File: src/rtl/facelet_sampler_if.sv
// Bus between the camera/display side and facelet_sampler: pixel stream,
// capture request, facelet read port and status flags.
interface facelet_sampler_if;
    logic       Capture;
    logic [2:0] Face;
    logic       frame_start;
    logic       pix_valid;
    logic [9:0] pix_X;
    logic [9:0] pix_Y;
    logic [7:0] pix_R;
    logic [7:0] pix_G;
    logic [7:0] pix_B;
    logic [5:0] rd_addr;
    logic [2:0] rd_color;
    logic       Busy;
    logic       Done;
    logic       Err;

    modport master (
        output Capture, Face, frame_start, pix_valid, pix_X, pix_Y,
               pix_R, pix_G, pix_B, rd_addr,
        input  rd_color, Busy, Done, Err
    );

    modport slave (
        input  Capture, Face, frame_start, pix_valid, pix_X, pix_Y,
               pix_R, pix_G, pix_B, rd_addr,
        output rd_color, Busy, Done, Err
    );
endinterface

File: src/rtl/facelet_sampler.sv
// Samples nine grid windows of one camera frame, classifies each average into a
// cube colour and stores it in a 54-entry facelet memory read by the VGA painter.
//
// state      | meaning
// S_IDLE     | waiting for Capture
// S_ARM      | waiting for the first pixel of a frame
// S_ACCUM    | summing window pixels until the next frame_start
// S_CLASSIFY | one sticker per cycle, k = 0..8, written to memory
// S_DONE     | one-cycle completion pulse
module facelet_sampler #(
    parameter int GRID_X0 = 200,
    parameter int GRID_Y0 = 120,
    parameter int CUBE_S  = 80,
    parameter int WIN     = 8
) (
    input logic             Clk,
    input logic             Reset,
    facelet_sampler_if.slave bus
);

    localparam int LOG_W = $clog2(WIN);
    localparam int ACC_W = 8 + 2 * LOG_W;

    typedef logic [ACC_W-1:0] acc_t;

    typedef enum logic [2:0] {
        S_IDLE,
        S_ARM,
        S_ACCUM,
        S_CLASSIFY,
        S_DONE
    } state_t;

    state_t     state_q, state_d;
    logic [2:0] face_q, face_d;
    logic [3:0] k_q, k_d;
    logic       err_q, err_d;
    logic [2:0] rd_color_q, rd_color_d;
    logic [2:0] mem_q [54];
    logic [2:0] mem_d [54];
    acc_t       sum_r_q [9];
    acc_t       sum_r_d [9];
    acc_t       sum_g_q [9];
    acc_t       sum_g_d [9];
    acc_t       sum_b_q [9];
    acc_t       sum_b_d [9];

    logic [2:0] col_hit, row_hit;
    logic [8:0] win_hit;
    logic       accum_en, clear_en;
    logic [5:0] wr_addr;
    logic [7:0] avg_r, avg_g, avg_b;
    logic [2:0] cls;

    function automatic logic [9:0] win_lo(input int origin, input int idx);
        return 10'(origin + idx * CUBE_S + CUBE_S / 2 - WIN / 2);
    endfunction

    function automatic acc_t sat_add(input acc_t acc, input logic [7:0] pix);
        logic [ACC_W:0] s;
        s = {1'b0, acc} + {{(ACC_W - 7){1'b0}}, pix};
        return s[ACC_W] ? {ACC_W{1'b1}} : s[ACC_W-1:0];
    endfunction

    // Rules in priority order; 10-bit intermediates keep 4*255 from wrapping.
    function automatic logic [2:0] classify(input logic [7:0] r, input logic [7:0] g,
                                            input logic [7:0] b);
        logic [9:0] r10, g10, b10, mx, mn;
        logic [2:0] c;
        r10 = {2'b00, r};
        g10 = {2'b00, g};
        b10 = {2'b00, b};
        mx  = (r10 > g10) ? r10 : g10;
        mx  = (b10 > mx) ? b10 : mx;
        mn  = (r10 < g10) ? r10 : g10;
        mn  = (b10 < mn) ? b10 : mn;
        if (mn >= 10'd150 && (mx - mn) < 10'd40) begin
            c = 3'd0;
        end else if (r10 >= g10 && r10 >= b10) begin
            if ((g10 << 2) >= (r10 + (r10 << 1)))  c = 3'd1;
            else if ((g10 << 1) >= r10)            c = 3'd3;
            else                                   c = 3'd2;
        end else if (g10 > r10 && g10 >= b10) begin
            if ((r10 << 2) >= (g10 + (g10 << 1)))  c = 3'd1;
            else                                   c = 3'd4;
        end else begin
            c = 3'd5;
        end
        return c;
    endfunction

    always_comb begin
        col_hit = '0;
        row_hit = '0;
        win_hit = '0;
        for (int i = 0; i < 3; i++) begin
            col_hit[i] = (bus.pix_X >= win_lo(GRID_X0, i)) &&
                         (bus.pix_X <= win_lo(GRID_X0, i) + 10'(WIN - 1));
            row_hit[i] = (bus.pix_Y >= win_lo(GRID_Y0, i)) &&
                         (bus.pix_Y <= win_lo(GRID_Y0, i) + 10'(WIN - 1));
        end
        for (int k = 0; k < 9; k++) begin
            win_hit[k] = row_hit[k / 3] & col_hit[k % 3];
        end
    end

    assign wr_addr = 6'(face_q) * 6'd9 + 6'(k_q);
    assign avg_r   = sum_r_q[k_q][ACC_W-1 -: 8];
    assign avg_g   = sum_g_q[k_q][ACC_W-1 -: 8];
    assign avg_b   = sum_b_q[k_q][ACC_W-1 -: 8];
    assign cls     = classify(avg_r, avg_g, avg_b);

    always_comb begin
        state_d  = state_q;
        face_d   = face_q;
        k_d      = k_q;
        err_d    = 1'b0;
        mem_d    = mem_q;
        accum_en = 1'b0;
        clear_en = 1'b0;

        case (state_q)
            S_IDLE: begin
                if (bus.Capture) begin
                    if (bus.Face <= 3'd5) begin
                        face_d   = bus.Face;
                        clear_en = 1'b1;
                        state_d  = S_ARM;
                    end else begin
                        err_d = 1'b1;
                    end
                end
            end
            S_ARM: begin
                if (bus.frame_start && bus.pix_valid) begin
                    accum_en = 1'b1;
                    state_d  = S_ACCUM;
                end
            end
            S_ACCUM: begin
                // The pixel carrying the next frame_start belongs to the next frame.
                if (bus.frame_start) begin
                    k_d     = 4'd0;
                    state_d = S_CLASSIFY;
                end else if (bus.pix_valid) begin
                    accum_en = 1'b1;
                end
            end
            S_CLASSIFY: begin
                mem_d[wr_addr] = cls;
                if (k_q == 4'd8) begin
                    state_d = S_DONE;
                end else begin
                    k_d = k_q + 4'd1;
                end
            end
            S_DONE: begin
                state_d = S_IDLE;
            end
            default: begin
                state_d = S_IDLE;
            end
        endcase
    end

    always_comb begin
        sum_r_d = sum_r_q;
        sum_g_d = sum_g_q;
        sum_b_d = sum_b_q;
        for (int k = 0; k < 9; k++) begin
            if (clear_en) begin
                sum_r_d[k] = '0;
                sum_g_d[k] = '0;
                sum_b_d[k] = '0;
            end else if (accum_en && win_hit[k]) begin
                sum_r_d[k] = sat_add(sum_r_q[k], bus.pix_R);
                sum_g_d[k] = sat_add(sum_g_q[k], bus.pix_G);
                sum_b_d[k] = sat_add(sum_b_q[k], bus.pix_B);
            end
        end
    end

    // Reads mem_q, so a same-cycle write is seen one edge later.
    always_comb begin
        rd_color_d = 3'd7;
        if (bus.rd_addr <= 6'd53) begin
            rd_color_d = mem_q[bus.rd_addr];
        end
    end

    always_ff @(posedge Clk or posedge Reset) begin
        if (Reset) begin
            state_q    <= S_IDLE;
            face_q     <= '0;
            k_q        <= '0;
            err_q      <= 1'b0;
            rd_color_q <= 3'd7;
            for (int i = 0; i < 54; i++) begin
                mem_q[i] <= 3'd7;
            end
            for (int k = 0; k < 9; k++) begin
                sum_r_q[k] <= '0;
                sum_g_q[k] <= '0;
                sum_b_q[k] <= '0;
            end
        end else begin
            state_q    <= state_d;
            face_q     <= face_d;
            k_q        <= k_d;
            err_q      <= err_d;
            rd_color_q <= rd_color_d;
            mem_q      <= mem_d;
            sum_r_q    <= sum_r_d;
            sum_g_q    <= sum_g_d;
            sum_b_q    <= sum_b_d;
        end
    end

    assign bus.rd_color = rd_color_q;
    assign bus.Busy     = (state_q == S_ARM) || (state_q == S_ACCUM) ||
                          (state_q == S_CLASSIFY);
    assign bus.Done     = (state_q == S_DONE);
    assign bus.Err      = err_q;

endmodule

File: src/flat_wrapper.sv
// flat-port wrapper written by rule: the top's interface ports become plain ports
module facelet_sampler_flat 
#(
    parameter int GRID_X0 = 200,
    parameter int GRID_Y0 = 120,
    parameter int CUBE_S  = 80,
    parameter int WIN     = 8
)
  (Clk, Reset, bus_Capture, bus_Face, bus_frame_start, bus_pix_valid, bus_pix_X, bus_pix_Y, bus_pix_R, bus_pix_G, bus_pix_B, bus_rd_addr, bus_rd_color, bus_Busy, bus_Done, bus_Err);
  facelet_sampler_if bus_i ();
  input logic Clk;
  input logic Reset;
  input wire logic [$bits(bus_i.Capture)-1:0] bus_Capture;
  input wire logic [$bits(bus_i.Face)-1:0] bus_Face;
  input wire logic [$bits(bus_i.frame_start)-1:0] bus_frame_start;
  input wire logic [$bits(bus_i.pix_valid)-1:0] bus_pix_valid;
  input wire logic [$bits(bus_i.pix_X)-1:0] bus_pix_X;
  input wire logic [$bits(bus_i.pix_Y)-1:0] bus_pix_Y;
  input wire logic [$bits(bus_i.pix_R)-1:0] bus_pix_R;
  input wire logic [$bits(bus_i.pix_G)-1:0] bus_pix_G;
  input wire logic [$bits(bus_i.pix_B)-1:0] bus_pix_B;
  input wire logic [$bits(bus_i.rd_addr)-1:0] bus_rd_addr;
  output wire logic [$bits(bus_i.rd_color)-1:0] bus_rd_color;
  output wire logic [$bits(bus_i.Busy)-1:0] bus_Busy;
  output wire logic [$bits(bus_i.Done)-1:0] bus_Done;
  output wire logic [$bits(bus_i.Err)-1:0] bus_Err;
  assign bus_i.Capture = bus_Capture;
  assign bus_i.Face = bus_Face;
  assign bus_i.frame_start = bus_frame_start;
  assign bus_i.pix_valid = bus_pix_valid;
  assign bus_i.pix_X = bus_pix_X;
  assign bus_i.pix_Y = bus_pix_Y;
  assign bus_i.pix_R = bus_pix_R;
  assign bus_i.pix_G = bus_pix_G;
  assign bus_i.pix_B = bus_pix_B;
  assign bus_i.rd_addr = bus_rd_addr;
  assign bus_rd_color = bus_i.rd_color;
  assign bus_Busy = bus_i.Busy;
  assign bus_Done = bus_i.Done;
  assign bus_Err = bus_i.Err;
  facelet_sampler #(.GRID_X0(GRID_X0), .GRID_Y0(GRID_Y0), .CUBE_S(CUBE_S), .WIN(WIN)) u_core (.Clk(Clk), .Reset(Reset), .bus(bus_i));
endmodule
File: config.mk
export PLATFORM = sky130hd
export DESIGN_NAME = facelet_sampler_flat
export DESIGN_NICKNAME = d
export VERILOG_FILES = /design/src/rtl/facelet_sampler_if.sv /design/src/rtl/facelet_sampler.sv /design/src/flat_wrapper.sv
export SDC_FILE = /design/constraint.sdc
export NUM_CORES = 2
export LEC_CHECK = 0
export CORE_MARGIN = 10
export CORE_UTILIZATION = 61
export DETAILED_ROUTE_END_ITERATION = 6
export GPL_TIMING_DRIVEN = 0
export PLACE_DENSITY = 0.88
export RECOVER_POWER = 50
export SETUP_SLACK_MARGIN = 0.2
export SLEW_MARGIN = 20
export SYNTH_ARGS = -nofsm -noshare
export SYNTH_HDL_FRONTEND = slang
export SYNTH_SLANG_ARGS = --single-unit
File: constraint.sdc
create_clock -name Clk -period 25.1 [get_ports Clk]
set_clock_uncertainty 0.1 [all_clocks]
set_input_delay 5.02 -clock Clk [delete_from_list [all_inputs] [get_ports Clk]]
set_output_delay 5.02 -clock Clk [all_outputs]
set_load 0.01 [all_outputs]
==> results.ini <==
[pwr]
p_sw_frac = 0.428
power_frac_seq = 0.291
fin_total_pwr_uw = 3750
p_leak_uw = 0.0182
intPower_uw = 2140
powerDensity_nw_per_um2 = 90.1
irDropWorstVdd_mv = 0.135
p_switching_uw = 1600
combPwrFrac = 0.457
power_frac_clock = 0.252

[global_route]
grt_pass1_vias = 34000
grt_pass1_wl_mm = 196
grt-ovfl-total = 0
antenna_found_initial = 5
grtUsageTotal = 0.352
grt_max_degree = 115

[die]
fp.dieW_um = 269
die_h_um = 269
dieArea_um2 = 72300
ioPinCount = 64
coreArea_um2 = 61500
initial_utilization = 0.614
row_count = 91

[final_layout]
utilization = 0.676
drive_gt1_frac = 0.108
syn_to_final_growth_pct = 10.0
final_area_um2 = 41600
layout.cells.non_filler = 5043
nets = 4601

[clock_tree]
cts_buffer_depth = 3
cts_setup_buffers = 0
cts_resized = 0
path_clk_slew_ps = 60
cts_tree = done
cts_max_level = 2
holdBufCountCts = 0
clockRootBuffer = clkbuf_16
cts_buffers = 60
insertion_delay_ps = 670
cts_sinks = 554

[timing]
slew_headroom = -2.71
tightest_slew_ps = 5570
period_minus_slack_ps = 15250
finalSetupViolCount = 0
max_freq_mhz = 65.6
finalCritPeriodShare = 0.608
timing_hold_violations_final = 0
drv_slew = 465
rsz0062_at_grt = false
holdWs_ps = 371

[worst_setup_path]
path_class = in -> async
critPathCaptureType = async pin
cp_data_arrival_time_ps = 14570
critPathLaunchType = primary input
cp_data_required_time_ps = 24420
crit_path_max_fanout = 100

[job]
cap_violations = 5

[synthesis]
yosysTopAreaCell = dfrtp_1
synth.net_count = 4472
yosys-top-cells-area = dfrtp_1 (26%), dfstp_2 (11%), ha_1 (10%)
synth_top_area_frac = 0.258
synth_edf_count = 0
netlist_instances = 4075
ys_ff_latch = 554
syn_area_per_cell_um2 = 9.27
synth_warnings = 0
ys_async_sr_fraction = 1.00
synth_cell_types = 81
synth-seq-area-share = 0.372
synth_ff_type = dfrtp_1
netlist_area_um2 = 37800

[placed_design]
dp.cells = 4932
dp_hpwl_mm = 91.2
place.gp.congestion = 1.05
port_buffers = 58
placed_area_um2 = 39600

[hold_path]
hold_path_class = reg -> reg

[routing]
drt-total-wl_mm = 129
via_per_inst = 6.95
drc = 2
wl_per_cell_um = 25.6
antenna_left = 0
first_pass_iters = 7
drt_iter0_markers = 5103
dr_total_vias = 35100

[outcome]
violations = DRC, capacitance limit, slew limit
status = finished, violations left

## worst max-delay path: stages
cell and delay [ps]:
dlygate4sd3_1 550, clkinvlp_2 1670, clkbuf_1 3060, clkbuf_1 4060
## logic make-up after synthesis
family,count (synthesis),synth area share
simple gates,1054,0.129
flops,554,0.372
xor+xnor,166,0.0385
buf+inv,436,0.0450
fa+ha+maj,339,0.118
mux,163,0.0718
compound gates,1363,0.225
## final cells by class
| class | count | area (µm²) |
|---|---|---|
| sequential | 554 | 14100 |
| timing repair buffer | 67 | 653 |
| buffer | 185 | 764 |
| clock buffer | 86 | 1790 |
| fill | 4578 | 19900 |
| clock inverter | 23 | 282 |
| antenna | 2 | 5.00 |
| multi-input combinational | 3085 | 22100 |
| tap | 790 | 988 |
| inverter | 251 | 943 |
## per-layer routing
layer | track usage | up-vias | share of wire
met4 | 0.259 | 6 | 0.081
met2 | 0.509 | 2486 | 0.42
li1 | - | 15200 | -
met5 | 0.00277 | - | 0.00040
met1 | 0.432 | 16800 | 0.36
met3 | 0.124 | 608 | 0.14
## synth_stat cells (12+ instances only)
cell	n
and3_1	24
o21ai_0	255
a31oi_1	169
mux2i_1	73
a211oi_1	19
and2_1	19
nor2_1	199
a21boi_0	31
inv_1	246
a21oi_1	450
a21o_1	67
buf_2	17
a31o_2	15
dfrtp_1	389
o211a_1	36
xnor2_1	126
nor3_1	55
clkbuf_1	137
fa_1	30
nor2b_1	69
nand4_1	18
nor4_1	15
a32o_1	12
o211ai_1	26
nand2_1	440
buf_1	20
xor2_1	40
o21bai_1	19
o31ai_1	168
dfstp_2	165
nand2b_1	35
ha_1	309
nand3_1	117
o21a_1	22
mux4_2	86
or2_2	21
## sequential cells by signal, indices dropped and copies added (netlist names)
name / flops
u_core.sum_g_q: 126
u_core.bus.rd_color: 3
u_core.face_q: 3
u_core.sum_r_q: 126
u_core.sum_b_q: 126
u_core.state_q: 3
u_core.k_q: 4
u_core.mem_q: 162
u_core.bus.Err: 1
## final timing paths
path                                  startpoint                   to  slack [ps]  cells after the start
min in group asynchronous                  Reset   u_core.sum_g_q[45]        5580                      2
worst min register to register  u_core.mem_q[40]     u_core.mem_q[40]         370                      2
worst max-delay path                       Reset  u_core.sum_r_q[100]        9850                      4
max in group Clk                   u_core.k_q[1]    u_core.mem_q[144]       14060                     35
worst min-delay path            u_core.mem_q[40]     u_core.mem_q[40]         370                      2
worst max register to register     u_core.k_q[1]    u_core.mem_q[144]       14060                     35
## power by group through the flow
stage	registers [µW]	logic (µW)	clock network [µW]
finish	1090	1710	943
global route	1100	1840	975
CTS	1090	1660	940
detailed placement	1100	1640	0
global placement	1100	1580	0
floorplan	1080	1160	0
## cells in the final DEF, fill, tap and decap left out, types with 67 or more instances in the layout
cell type / netlist / layout
o21ai_0: 255 / 249
a21o_1: 67 / 67
mux4_2: 86 / 86
clkbuf_1: 137 / 145
o31ai_1: 168 / 167
dfstp_2: 165 / 165
xnor2_1: 126 / 126
nor2b_1: 69 / 69
ha_1: 309 / 309
inv_1: 246 / 245
nor2_1: 199 / 195
a31oi_1: 169 / 169
nand3_1: 117 / 117
nand2_1: 440 / 440
a21oi_1: 450 / 450
dfrtp_1: 389 / 389
mux2i_1: 73 / 73
## metrics by stage
stage               setup TNS (ps)  worst slack [ps]
floorplan                        0              4760
global placement           -813630             -2150
detailed placement               0             14680
CTS                              0             14750
global route                     0              8070
finish                           0              9850
Power figures use the tool's default switching activity.
